`src/rtl/truth_table_sweeper.sv`:
```
// Truth-table sweeper: steps a small combinational circuit through every input
// combination, samples its outputs, and scores them against a packed expected table.
module truth_table_sweeper #(
   parameter int N_IN   = 4,
   parameter int N_OUT  = 3,
   parameter int SETTLE = 1,
   parameter logic [N_OUT*(1<<N_IN)-1:0] EXP_MASK = 48'hAC8C_E0E6_2202
) (
   input  logic             clk,
   input  logic             rst_n,
   input  logic             start,
   output logic [N_IN-1:0]  dut_in,
   input  logic [N_OUT-1:0] dut_out,
   output logic             busy,
   output logic             done,
   output logic             pass,
   output logic [N_IN:0]    err_count,
   output logic [N_IN-1:0]  first_fail_idx,
   output logic             first_fail_valid,
   output logic [N_OUT-1:0] fail_bits,
   output logic [1:0]       fsm_state
);

   // Handshake: start is sampled only in IDLE; busy covers DRIVE/SAMPLE and
   // done is a single-cycle pulse, during which all results are already valid.

   localparam int DEPTH = 1 << N_IN;
   localparam int CW    = (SETTLE > 1) ? $clog2(SETTLE) : 1;
   localparam logic [CW-1:0]   SETTLE_LOAD = CW'(SETTLE - 1);
   localparam logic [N_IN-1:0] LAST_IDX    = N_IN'(DEPTH - 1);

   typedef enum logic [1:0] {
      IDLE   = 2'd0,
      DRIVE  = 2'd1,
      SAMPLE = 2'd2,
      DONE   = 2'd3
   } state_t;

   state_t           state;
   state_t           state_nxt;
   logic [N_IN-1:0]  idx;
   logic [CW-1:0]    settle_cnt;
   logic [N_OUT-1:0] exp_vec;
   logic [N_OUT-1:0] mis;
   logic             last_vec;

   assign dut_in    = idx;
   assign fsm_state = state;
   assign last_vec  = (idx == LAST_IDX);
   assign mis       = dut_out ^ exp_vec;

   // Column j of the table is output j; row idx is the current vector.
   always_comb begin
      exp_vec = '0;
      for (int j = 0; j < N_OUT; j++) begin
         exp_vec[j] = EXP_MASK[j*DEPTH + int'(idx)];
      end
   end

   always_ff @(posedge clk or negedge rst_n) begin
      if (!rst_n) begin
         state <= IDLE;
      end else begin
         state <= state_nxt;
      end
   end

   always_comb begin
      state_nxt = state;
      busy      = 1'b0;
      done      = 1'b0;
      case (state)
         IDLE: begin
            if (start) begin
               state_nxt = DRIVE;
            end
         end
         DRIVE: begin
            busy = 1'b1;
            if (settle_cnt == '0) begin
               state_nxt = SAMPLE;
            end
         end
         SAMPLE: begin
            busy      = 1'b1;
            state_nxt = last_vec ? DONE : DRIVE;
         end
         DONE: begin
            done      = 1'b1;
            state_nxt = IDLE;
         end
         default: state_nxt = IDLE;
      endcase
   end

   always_ff @(posedge clk or negedge rst_n) begin
      if (!rst_n) begin
         idx              <= '0;
         settle_cnt       <= '0;
         err_count        <= '0;
         pass             <= 1'b0;
         first_fail_idx   <= '0;
         first_fail_valid <= 1'b0;
         fail_bits        <= '0;
      end else begin
         case (state)
            IDLE: begin
               if (start) begin
                  idx              <= '0;
                  settle_cnt       <= SETTLE_LOAD;
                  err_count        <= '0;
                  pass             <= 1'b0;
                  first_fail_idx   <= '0;
                  first_fail_valid <= 1'b0;
                  fail_bits        <= '0;
               end
            end
            DRIVE: begin
               if (settle_cnt != '0) begin
                  settle_cnt <= settle_cnt - CW'(1);
               end
            end
            SAMPLE: begin
               if (mis != '0) begin
                  err_count <= err_count + (N_IN+1)'(1);
                  fail_bits <= fail_bits | mis;
                  if (!first_fail_valid) begin
                     first_fail_idx   <= idx;
                     first_fail_valid <= 1'b1;
                  end
               end
               // pass is resolved here so it is already valid during the done pulse.
               if (last_vec) begin
                  pass <= (err_count == '0) && (mis == '0);
               end else begin
                  idx        <= idx + N_IN'(1);
                  settle_cnt <= SETTLE_LOAD;
               end
            end
            default: ;
         endcase
      end
   end

endmodule

```
`config.mk`:
```
export PLATFORM = sky130hd
export DESIGN_NAME = truth_table_sweeper
export DESIGN_NICKNAME = d
export VERILOG_FILES = /design/src/rtl/truth_table_sweeper.sv
export SDC_FILE = /design/constraint.sdc
export NUM_CORES = 1
export LEC_CHECK = 0
export ABC_AREA = 1
export ABC_CLOCK_PERIOD_IN_PS = 2760
export BUFFER_PORTS_ARGS = -buffer_cell sky130_fd_sc_hd__buf_2
export CORE_ASPECT_RATIO = 0.8
export CORE_UTILIZATION = 43
export DETAILED_ROUTE_END_ITERATION = 16
export GPL_TIMING_DRIVEN = 1
export PLACE_DENSITY = 0.66
export SKIP_LAST_GASP = 1
export SYNTH_ARGS = -nofsm -noshare
export SYNTH_HDL_FRONTEND = slang
export SYNTH_SLANG_ARGS = --single-unit
```
`constraint.sdc`:
```
create_clock -name clk -period 2.76 [get_ports clk]
set_input_delay 0.276 -clock clk [delete_from_list [all_inputs] [get_ports clk]]
set_output_delay 0.276 -clock clk [all_outputs]
set_load 0.02 [all_outputs]
```
**Word level (Yosys, flattened, before mapping)**

Memories as Yosys holds them, arrays and structs flattened.
Cells that the tools add are included.

- $add $sub $neg: 5
- $lt $le $gt $ge: 3
- Equal/unequal tests: 10
- Mux-type cells: 31
- Bitwise logic cells: 2
- Reductions and logical operators: 14

Operator list:

| cell | number |
|---|---|
| 2-to-1 mux 4 bit | 4 |
| case mux 4 bit (2 select lines) | 2 |
| 2-to-1 mux 1 bit | 12 |
| inequality test 2 bit (second input constant) | 6 |
| AND reduction 3 bit | 4 |
| 2-to-1 mux 5 bit | 2 |
| case mux 5 bit (2 select lines) | 1 |
| case mux 2 bit (4 select lines) | 1 |
| adder 6 x 4 -> 7 bit (first input constant) | 1 |
| < comparator 4 x 7 -> 1 bit (second input constant) | 1 |
| < comparator 6 x 7 -> 1 bit (second input constant) | 1 |
| < comparator 7 bit (second input constant) | 1 |
| adder 5 x 4 -> 6 bit (first input constant) | 1 |
| 2-to-1 mux 2 bit | 3 |
| 2-to-1 mux 3 bit | 2 |
| case mux 3 bit (2 select lines) | 1 |
| nonzero test 3 bit | 2 |
| adder 5 x 1 -> 5 bit (second input constant) | 1 |
| zero test 5 bit | 1 |
| adder 4 x 1 -> 4 bit (second input constant) | 1 |
| == test 2 bit (second input constant) | 2 |
| == test 4 bit (second input constant) | 1 |
| case mux 1 bit (2 select lines) | 2 |
| AND reduction 4 bit | 1 |
| 11 further kinds | 11 |

- Flip-flop bits (word level): 21
- Bits in read-only memories: 144
- Input bits: 6
- Word-level logic and storage cells: 76
- Memories kept: 3

Memory list:

| name | depth | width | rd ports | clocked after Yosys merged registers in | write ports | line | source |
|---|---|---|---|---|---|---|---|
| (no name shown) | 64 | 1 | 1 | 0 | 0 | 56 | `exp_vec[j] = EXP_MASK[j*DEPTH + int'(idx)];` |
| (no name shown) | 64 | 1 | 1 | 0 | 0 | 56 |  |
| (no name shown) | 16 | 1 | 1 | 0 | 0 | 56 |  |

**Depth between registers and ports, before layout**

Gate-level depths: netlist (run 1).

- Depth after elaboration: 9
- Mapped depth: 13
- Mapped depth without buffers: 12

**Worst setup path after synthesis (run 1)**

No wires, ideal clock.

- Path kind: flip-flop to flip-flop
- From: reg idx[0], in the netlist dut_in[0]
- To: reg err_count[2]
- Library setup time: 0.118 ns
- Arrival time: 1.639 ns
- Slack: 1.003 ns
- Stages on the path, launching flop included: 13
- Path through: dfrtp_1 inv_1 ha_1 nand3_2 nand2_1 nand2_1 nand2_1 nor2_4 nand2_4 nand2_4 buf_12 nand2_2 o21ai_2

- Longest elaborated chain between the ends: 8
- Elaborated cells on any way between the ends: 14
- Those cells by class: add/sub: 2; eq/ne: 1; mux: 5; bitwise: 1; reduce/logical: 2; memory: 3

RTL lines:

| element | line | source |
|---|---|---|
| start, declared | 41 | `logic [N_IN-1:0] idx;` |
| start signal, assigned | 136 | `idx <= idx + N_IN'(1);` |
| adder 6 x 4 -> 7 bit / adder 5 x 4 -> 6 bit (equally long branches) | 56 |  |
| memory read (64 x 1 bit) | - |  |
| 2-to-1 mux 1 bit (not written as such) (2 in a row) | 56 |  |
| bitwise XOR 3 bit * | 50 | `assign mis = dut_out ^ exp_vec;` |
| nonzero test 3 bit * | 124 | `if (mis != '0) begin` |
| inequality test 2 bit (no line) * | - |  |
| AND reduction 3 bit (no line) * | - |  |
| end signal, assigned | 125 | `err_count <= err_count + (N_IN+1)'(1);` |
| end, declared | 17 | `output logic [N_IN:0] err_count,` |

Mark *: on every way between the ends. The rest lies on a longest branch, timed or not. The select of a mux whose other input is x is not followed.
A chain may end at the register's enable or synchronous reset.

**Final worst setup path (run 1)**

- From: reg state[0], in the netlist fsm_state[0]
- To: reg idx[2], in the netlist dut_in[2]

- Longest elaborated chain between the ends: 3
- Elaborated cells on any way between the ends: 7
- Those cells by class: eq/ne: 3; mux: 1; reduce/logical: 3

RTL lines:

| element | line | source |
|---|---|---|
| start, declared | 39 | `state_t state;` |
| start signal, assigned | 64 | `state <= state_nxt;` |
| == test 2 bit / zero test 2 bit (equally long branches) | 106 | `case (state)` |
| inequality test 2 bit (no line) / nonzero test 2 bit (equally long branches) | - |  |
| AND reduction 3 bit (no line) | - |  |

Several ways; a longest one is shown, not always the timed one.

==> impl_metrics.csv, run 1 <==
group,metric,value,unit
run_status,outcome,"finished clean",
drt,vias,1063,
synthesis,synth_cells,151,
drt,topRoutingLayerUsed,"met4",
synthesis,synth_nets,166,
clock_tree,htreeDepth,1,
clock_tree,cts_tree,"built",
clock_tree,post_cts_resize_count,0,
placement,placed_cell_area,1420,um2
clock_tree,root_buffer,"clkbuf_8",
drt,vias_per_cell,4.90,
synthesis,synth_top_area_share,0.393,
synthesis,syn_avg_cell_area,8.43,um2
sta,final_max_slew_viol_count,0,
final_layout,nNetsFinal,195,
clock_tree,clock-sinks,20,
power,p_leak,0.799,nW
final_layout,fin_cells,217,
hold_path,min_path_type,"in2reg",
drt,ant_nets,0,
sta,tightest_slew,553,ps
placement,gp_congestion,0.827,
drt,drt_iter0_markers,31,
sta,whs,369,ps
placement,dpl.hpwl,1.83,mm
sta,min_period_over_period,0.788,
sta,setup_violations,0,
die,initial_core_util,0.457,
die,dieArea,3180,um2
final_layout,stdcell_area,1500,um2
sta,setup_tns,0,ps
grt,grt_max_degree,23,
die,die_y,50.7,um
sta,hold_viol_final,0,
sta,max_slew_margin,0.631,
synthesis,ys_seq_area_frac,0.393,
drt,route.met3.wl,131,um
die,core_region_area,2790,um2
power,power_density,942,nW/um2
power,vdd_ir_drop_max,0.509,mV
die,rows,17,
clock_tree,clockBufferDepth,2,
job,cap_violations,0,
synthesis,synth_seq_cells,20,
grt,grt_pass1_vias,934,
sta,grt_setup_unrepaired,"false",
setup_path,cp_max_fo,22,
drt,wl_met1,1.25,mm
clock_tree,clk_latency,260,ps
grt,grt_usage,0.172,
grt,gr-total-overflow,0,
drt,drc,0,
sta,period_minus_slack,2180,ps
drt,drt_wl_total,2.42,mm
synthesis,synth_top_cells_by_area,"dfrtp_1 (39%), nand2_1 (9.1%), ha_1 (8.8%)",
drt,route.met2.wl,1.01,mm
grt,antenna_found_initial,0,
drt,wire_per_inst,11.1,um
final_layout,area_delta_synth_final,17.8,%
setup_path,cp-start-kind,"flop",
clock_tree,clk_pin_slew,70,ps
setup_path,arrival,2330,ps
final_layout,n_antenna_cell,0,
sta,max_freq,0.460,GHz
drt,drtPass1Iterations,4,
final_layout,final_common_cell,"nand2_1",
clock_tree,numCtsBuffers,3,
final_layout,drive_gt1_frac,0.296,
placement,dp.cells,212,
clock_tree,post-cts-setup-buffer-count,0,
die,die_x,62.8,um
synthesis,synth.cell_area,1270,um2
placement,port_buffers,27,
clock_tree,cts_hold_buf,1,
setup_path,critical_path_class,"reg2reg",
setup_path,crit_path_end_kind,"flop",
synthesis,ys_warn_count,0,
synthesis,synth.distinct_cells,28,
setup_path,worstPathRequired,2910,ps
final_layout,final_cell_mix,"nand2_1 (31), buf_2 (27), inv_1 (20), dfrtp_1 (20), nand3_1 (14)",
grt,grt_first_pass_wirelength,4.16,mm
die,io_pins,28,
sta,fin_skew,1.53,ps
synthesis,synth_top_cell_by_area,"dfrtp_1",
-- routing by layer --
metal / vias to the layer above / GRT usage
met5: - / 0
met4: 0 / 0.0698
met3: 4 / 0.0545
met2: 26 / 0.252
met1: 483 / 0.233
li1: 550 / -
-- critical path: stages, from the launching register on --
cell and delay [ps]:
dfrtp_1 420, inv_1 120, ha_1 150, buf_4 230, inv_1 90, a21oi_2 470
nand2_1 200, inv_1 170, nand3_1 80, nand2_1 80, nor2_1 40
-- synth_stat cells --
master / n
nand2_1: 31
dfrtp_1: 20
inv_1: 20
nand3_1: 14
ha_1: 9
o21ai_0: 8
a21oi_1: 7
nand2_2: 6
nand4_1: 6
o21ai_2: 6
a21oi_2: 2
buf_2: 2
nand2_4: 2
nand3_2: 2
nor2_1: 2
xnor2_1: 2
a31oi_1: 1
buf_12: 1
buf_6: 1
clkbuf_1: 1
inv_2: 1
inv_4: 1
nor2_4: 1
nor3_1: 1
nor3b_1: 1
nor4b_1: 1
o31ai_1: 1
xor2_1: 1
-- metrics by stage --
step / total power (W) / worst slack (ps) / util
6_report: 0.00141 / 585 / 0.538
5_1_grt: 0.00152 / 320 / 0.538
2_1_floorplan: 0.00102 / 1000 / -
3_5_place_dp: 0.00112 / 613 / 0.509
4_1_cts: 0.00143 / 583 / 0.538
3_3_place_gp: 0.00111 / 724 / 0.509
-- sequential cells by signal, summed over array words and instances, names as in the netlist --
name	flops
fsm_state	2
err_count	5
first_fail_idx	4
fail_bits	3
pass	1
dut_in	4
first_fail_valid	1
-- worst paths after layout --
| kind | from | endpoint | slack [ps] | depth (start not counted) |
|---|---|---|---|---|
| worst max-delay path | fsm_state[0]$_DFFE_PN0P_ | dut_in[2]$_DFFE_PN0P_ | 580 | 10 |
| worst min-delay path | start | fsm_state[0]$_DFFE_PN0P_ | 370 | 4 |
| worst max register to register | fsm_state[0]$_DFFE_PN0P_ | dut_in[2]$_DFFE_PN0P_ | 580 | 10 |
| worst min register to register | first_fail_idx[1]$_DFFE_PN0P_ | first_fail_idx[1]$_DFFE_PN0P_ | 480 | 2 |
| max in group asynchronous | rst_n | dut_in[0]$_DFFE_PN0P_ | 1970 | 2 |
| min in group asynchronous | rst_n | err_count[2]$_DFFE_PN0P_ | 480 | 2 |
-- cell type report --
cell class	count	area (um2)
inverter	22	85.1
timing repair buffer	29	153
multi-input combinational	104	642
tap	38	47.5
clock inverter	1	30.0
fill	270	1290
sequential	20	500
clock buffer	3	41.3
-- kinds of logic after synthesis --
family          count (synthesis)  share of synthesized area
simple gates                   67                      0.270
buf+inv                        27                      0.102
fa+ha+maj                       9                     0.0885
xor+xnor                        3                     0.0207
flops                          20                      0.393
compound gates                 25                      0.125
-- where the power goes --
part	internal (W)	switching, W
Sequential	0.000357	0.0000600
Combinational	0.000213	0.000487
Clock	0.000194	0.000102
Total	0.000763	0.000649
Power figures use the tool's default switching activity.
==> run 2: changes to the inputs <==
--- a/config.mk
+++ b/config.mk
@@ -6,13 +6,13 @@
 export NUM_CORES = 1
 export LEC_CHECK = 0
 export ABC_AREA = 1
-export ABC_CLOCK_PERIOD_IN_PS = 2760
+export ABC_CLOCK_PERIOD_IN_PS = 1900
 export BUFFER_PORTS_ARGS = -buffer_cell sky130_fd_sc_hd__buf_2
 export CORE_ASPECT_RATIO = 0.8
 export CORE_UTILIZATION = 43
 export DETAILED_ROUTE_END_ITERATION = 16
 export GPL_TIMING_DRIVEN = 1
-export PLACE_DENSITY = 0.66
+export PLACE_DENSITY = 0.68
 export SKIP_LAST_GASP = 1
 export SYNTH_ARGS = -nofsm -noshare
 export SYNTH_HDL_FRONTEND = slang
==> constraint.sdc (replaced) <==
create_clock -name clk -period 1.9 [get_ports clk]
set_input_delay 0.19 -clock clk [delete_from_list [all_inputs] [get_ports clk]]
set_output_delay 0.19 -clock clk [all_outputs]
set_load 0.02 [all_outputs]
==> run 2 against run 1 <==
  * Sequential share of layout area shrank 0.52 points
  * Combinational power rose by 56%
  * Wire length is 0.45% lower
  * Flip-flop and latch count unchanged
  * Global-route usage is 0.61 points lower
  * Count of clock-buffer cells in the layout unchanged
  * Critical path type unchanged
==> impl_metrics.csv, run 2 (synthesis results as in run 1) <==
group,metric,value,unit
clock_tree,post-cts-setup-buffer-count,0,
placement,gp_congestion,0.882,
sta,hold_viol_final,0,
setup_path,cp-start-kind,"flop",
clock_tree,clock-sinks,20,
placement,port_buffers,27,
sta,max_slew_margin,0.696,
grt,grt_first_pass_wirelength,3.98,mm
setup_path,cp_max_fo,7,
clock_tree,clockBufferDepth,2,
clock_tree,root_buffer,"clkbuf_8",
grt,grt_max_degree,21,
final_layout,largest_register_ffs,5,
final_layout,multi_input_area,651,um2
drt,vias_per_cell,4.84,
final_layout,n_antenna_cell,0,
drt,ant_nets,0,
grt,grt_usage,0.166,
grt,antenna_found_initial,0,
sta,tightest_slew,456,ps
die,initial_core_util,0.457,
sta,fin_skew,8.29,ps
sta,max_freq,0.580,GHz
die,die_x,62.8,um
sta,final_max_slew_viol_count,0,
setup_path,worstPathRequired,2060,ps
hold_path,hold_depth,4,
setup_path,reg2reg_to,"first_fail_idx[0]$_DFFE_PN0P_",
sta,min_period_over_period,0.908,
power,p_leak,0.811,nW
hold_path,hp-start,"start",
drt,drt_wl_total,2.41,mm
power,p_total,0.00213,W
sta,setup_tns,0,ps
final_layout,final_common_cell,"nand2_1",
run_status,outcome,"finished clean",
die,core_region_area,2790,um2
power,vdd_ir_drop_max,1.08,mV
setup_path,reg2reg_depth,11,
die,die_y,50.7,um
placement,dpl.hpwl,1.83,mm
grt,gr-total-overflow,0,
setup_path,critical_path_class,"reg2reg",
hold_path,holdPathEnd,"fsm_state[0]$_DFFE_PN0P_",
clock_tree,cts_tree,"built",
clock_tree,numCtsBuffers,3,
final_layout,final_cell_mix,"nand2_1 (31), buf_2 (27), inv_1 (20), dfrtp_1 (20), nand3_1 (14)",
sta,grt_setup_unrepaired,"false",
final_layout,area_delta_synth_final,19.7,%
die,io_pins,28,
sta,whs,303,ps
final_layout,fillers,277,
final_layout,regArea,500,um2
hold_path,min_path_type,"in2reg",
sta,period_minus_slack,1730,ps
final_layout,stdcell_area,1520,um2
die,rows,17,
drt,drt_iter0_markers,39,
placement,placed_cell_area,1430,um2
grt,grt_pass1_vias,918,
clock_tree,clk_latency,260,ps
setup_path,crit_path_end_kind,"flop",
setup_path,arrival,1890,ps
job,cap_violations,0,
final_layout,drive_gt1_frac,0.304,
drt,vias,1061,
setup_path,timing.rr.start,"dut_in[0]$_DFFE_PN0P_",
final_layout,top_register,"err_count",
clock_tree,clk_pin_slew,80,ps
die,dieArea,3180,um2
final_layout,nNetsFinal,197,
drt,drc,0,
clock_tree,htreeDepth,1,
drt,wire_per_inst,11.0,um
setup_path,r2r_slack,170,ps
drt,drtPass1Iterations,4,
sta,setup_violations,0,
power,power_density,1400,nW/um2
-- run 2: worst max-delay path: stages, from the launching register on --
cell and delay, ps:
dfrtp_1 420, inv_1 130, ha_1 340, nand3_2 80
nand2_1 60, nand2_1 40, nand2_1 110, nor2_4 50
nand2_4 110, nand3_1 140, nand2_1 90, nand2_1 50
-- run 2: per-stage QoR --
step,setup WS (ps),util,std cells
floorplan,143,-,151
global placement,176,0.514,214
detailed placement,152,0.514,214
CTS,125,0.543,219
global route,5.76,0.546,219
finish,175,0.546,219
-- run 2: report_power, final --
group	internal (W)	total [W]	switching, W
sequential	0.000518	0.000606	0.0000882
combinational	0.000358	0.00109	0.000730
clock	0.000281	0.000431	0.000150
total	0.00116	0.00213	0.000968
-- run 2: worst max-delay path by stage --
stage / startpoint / endpoint / slack (ps) / cells after the start
final: dut_in[0]$_DFFE_PN0P_ / first_fail_idx[0]$_DFFE_PN0P_ / 170 / 11
after global routing: dut_in[0]$_DFFE_PN0P_ / first_fail_idx[3]$_DFFE_PN0P_ / 6 / 11
after CTS: dut_in[0]$_DFFE_PN0P_ / fail_bits[0]$_DFFE_PN0P_ / 130 / 11
after detailed placement: dut_in[0]$_DFFE_PN0P_ / fail_bits[0]$_DFFE_PN0P_ / 150 / 11
after global placement: dut_in[0]$_DFFE_PN0P_ / fail_bits[0]$_DFFE_PN0P_ / 180 / 11
after floorplan: dut_in[0]$_DFFE_PN0P_ / err_count[2]$_DFFE_PN0P_ / 140 / 12
-- run 2: what timing repair did --
item / 4_1_cts / 5_1_grt
hold buffers: 1 / 0
gates resized for setup: 0 / 1
setup endpoints to repair: 0 / 3
endpoints found under the hold margin: 20 / 0
-- run 2: layout make-up --
cell class / count / share of cell area
clock inverter: 1 / 0.0197
clock buffer: 3 / 0.0271
inverter: 22 / 0.0559
sequential: 20 / 0.329
tap: 38 / 0.0312
timing repair buffer: 31 / 0.110
multi-input combinational: 104 / 0.427
-- run 2: routing by layer --
layer / GRT usage / vias to the layer above / share of wire
met5: 0 / - / 0
li1: - / 553 / -
met4: 0.0465 / 0 / 0.0071
met3: 0.0409 / 2 / 0.042
met2: 0.263 / 23 / 0.45
met1: 0.224 / 483 / 0.50
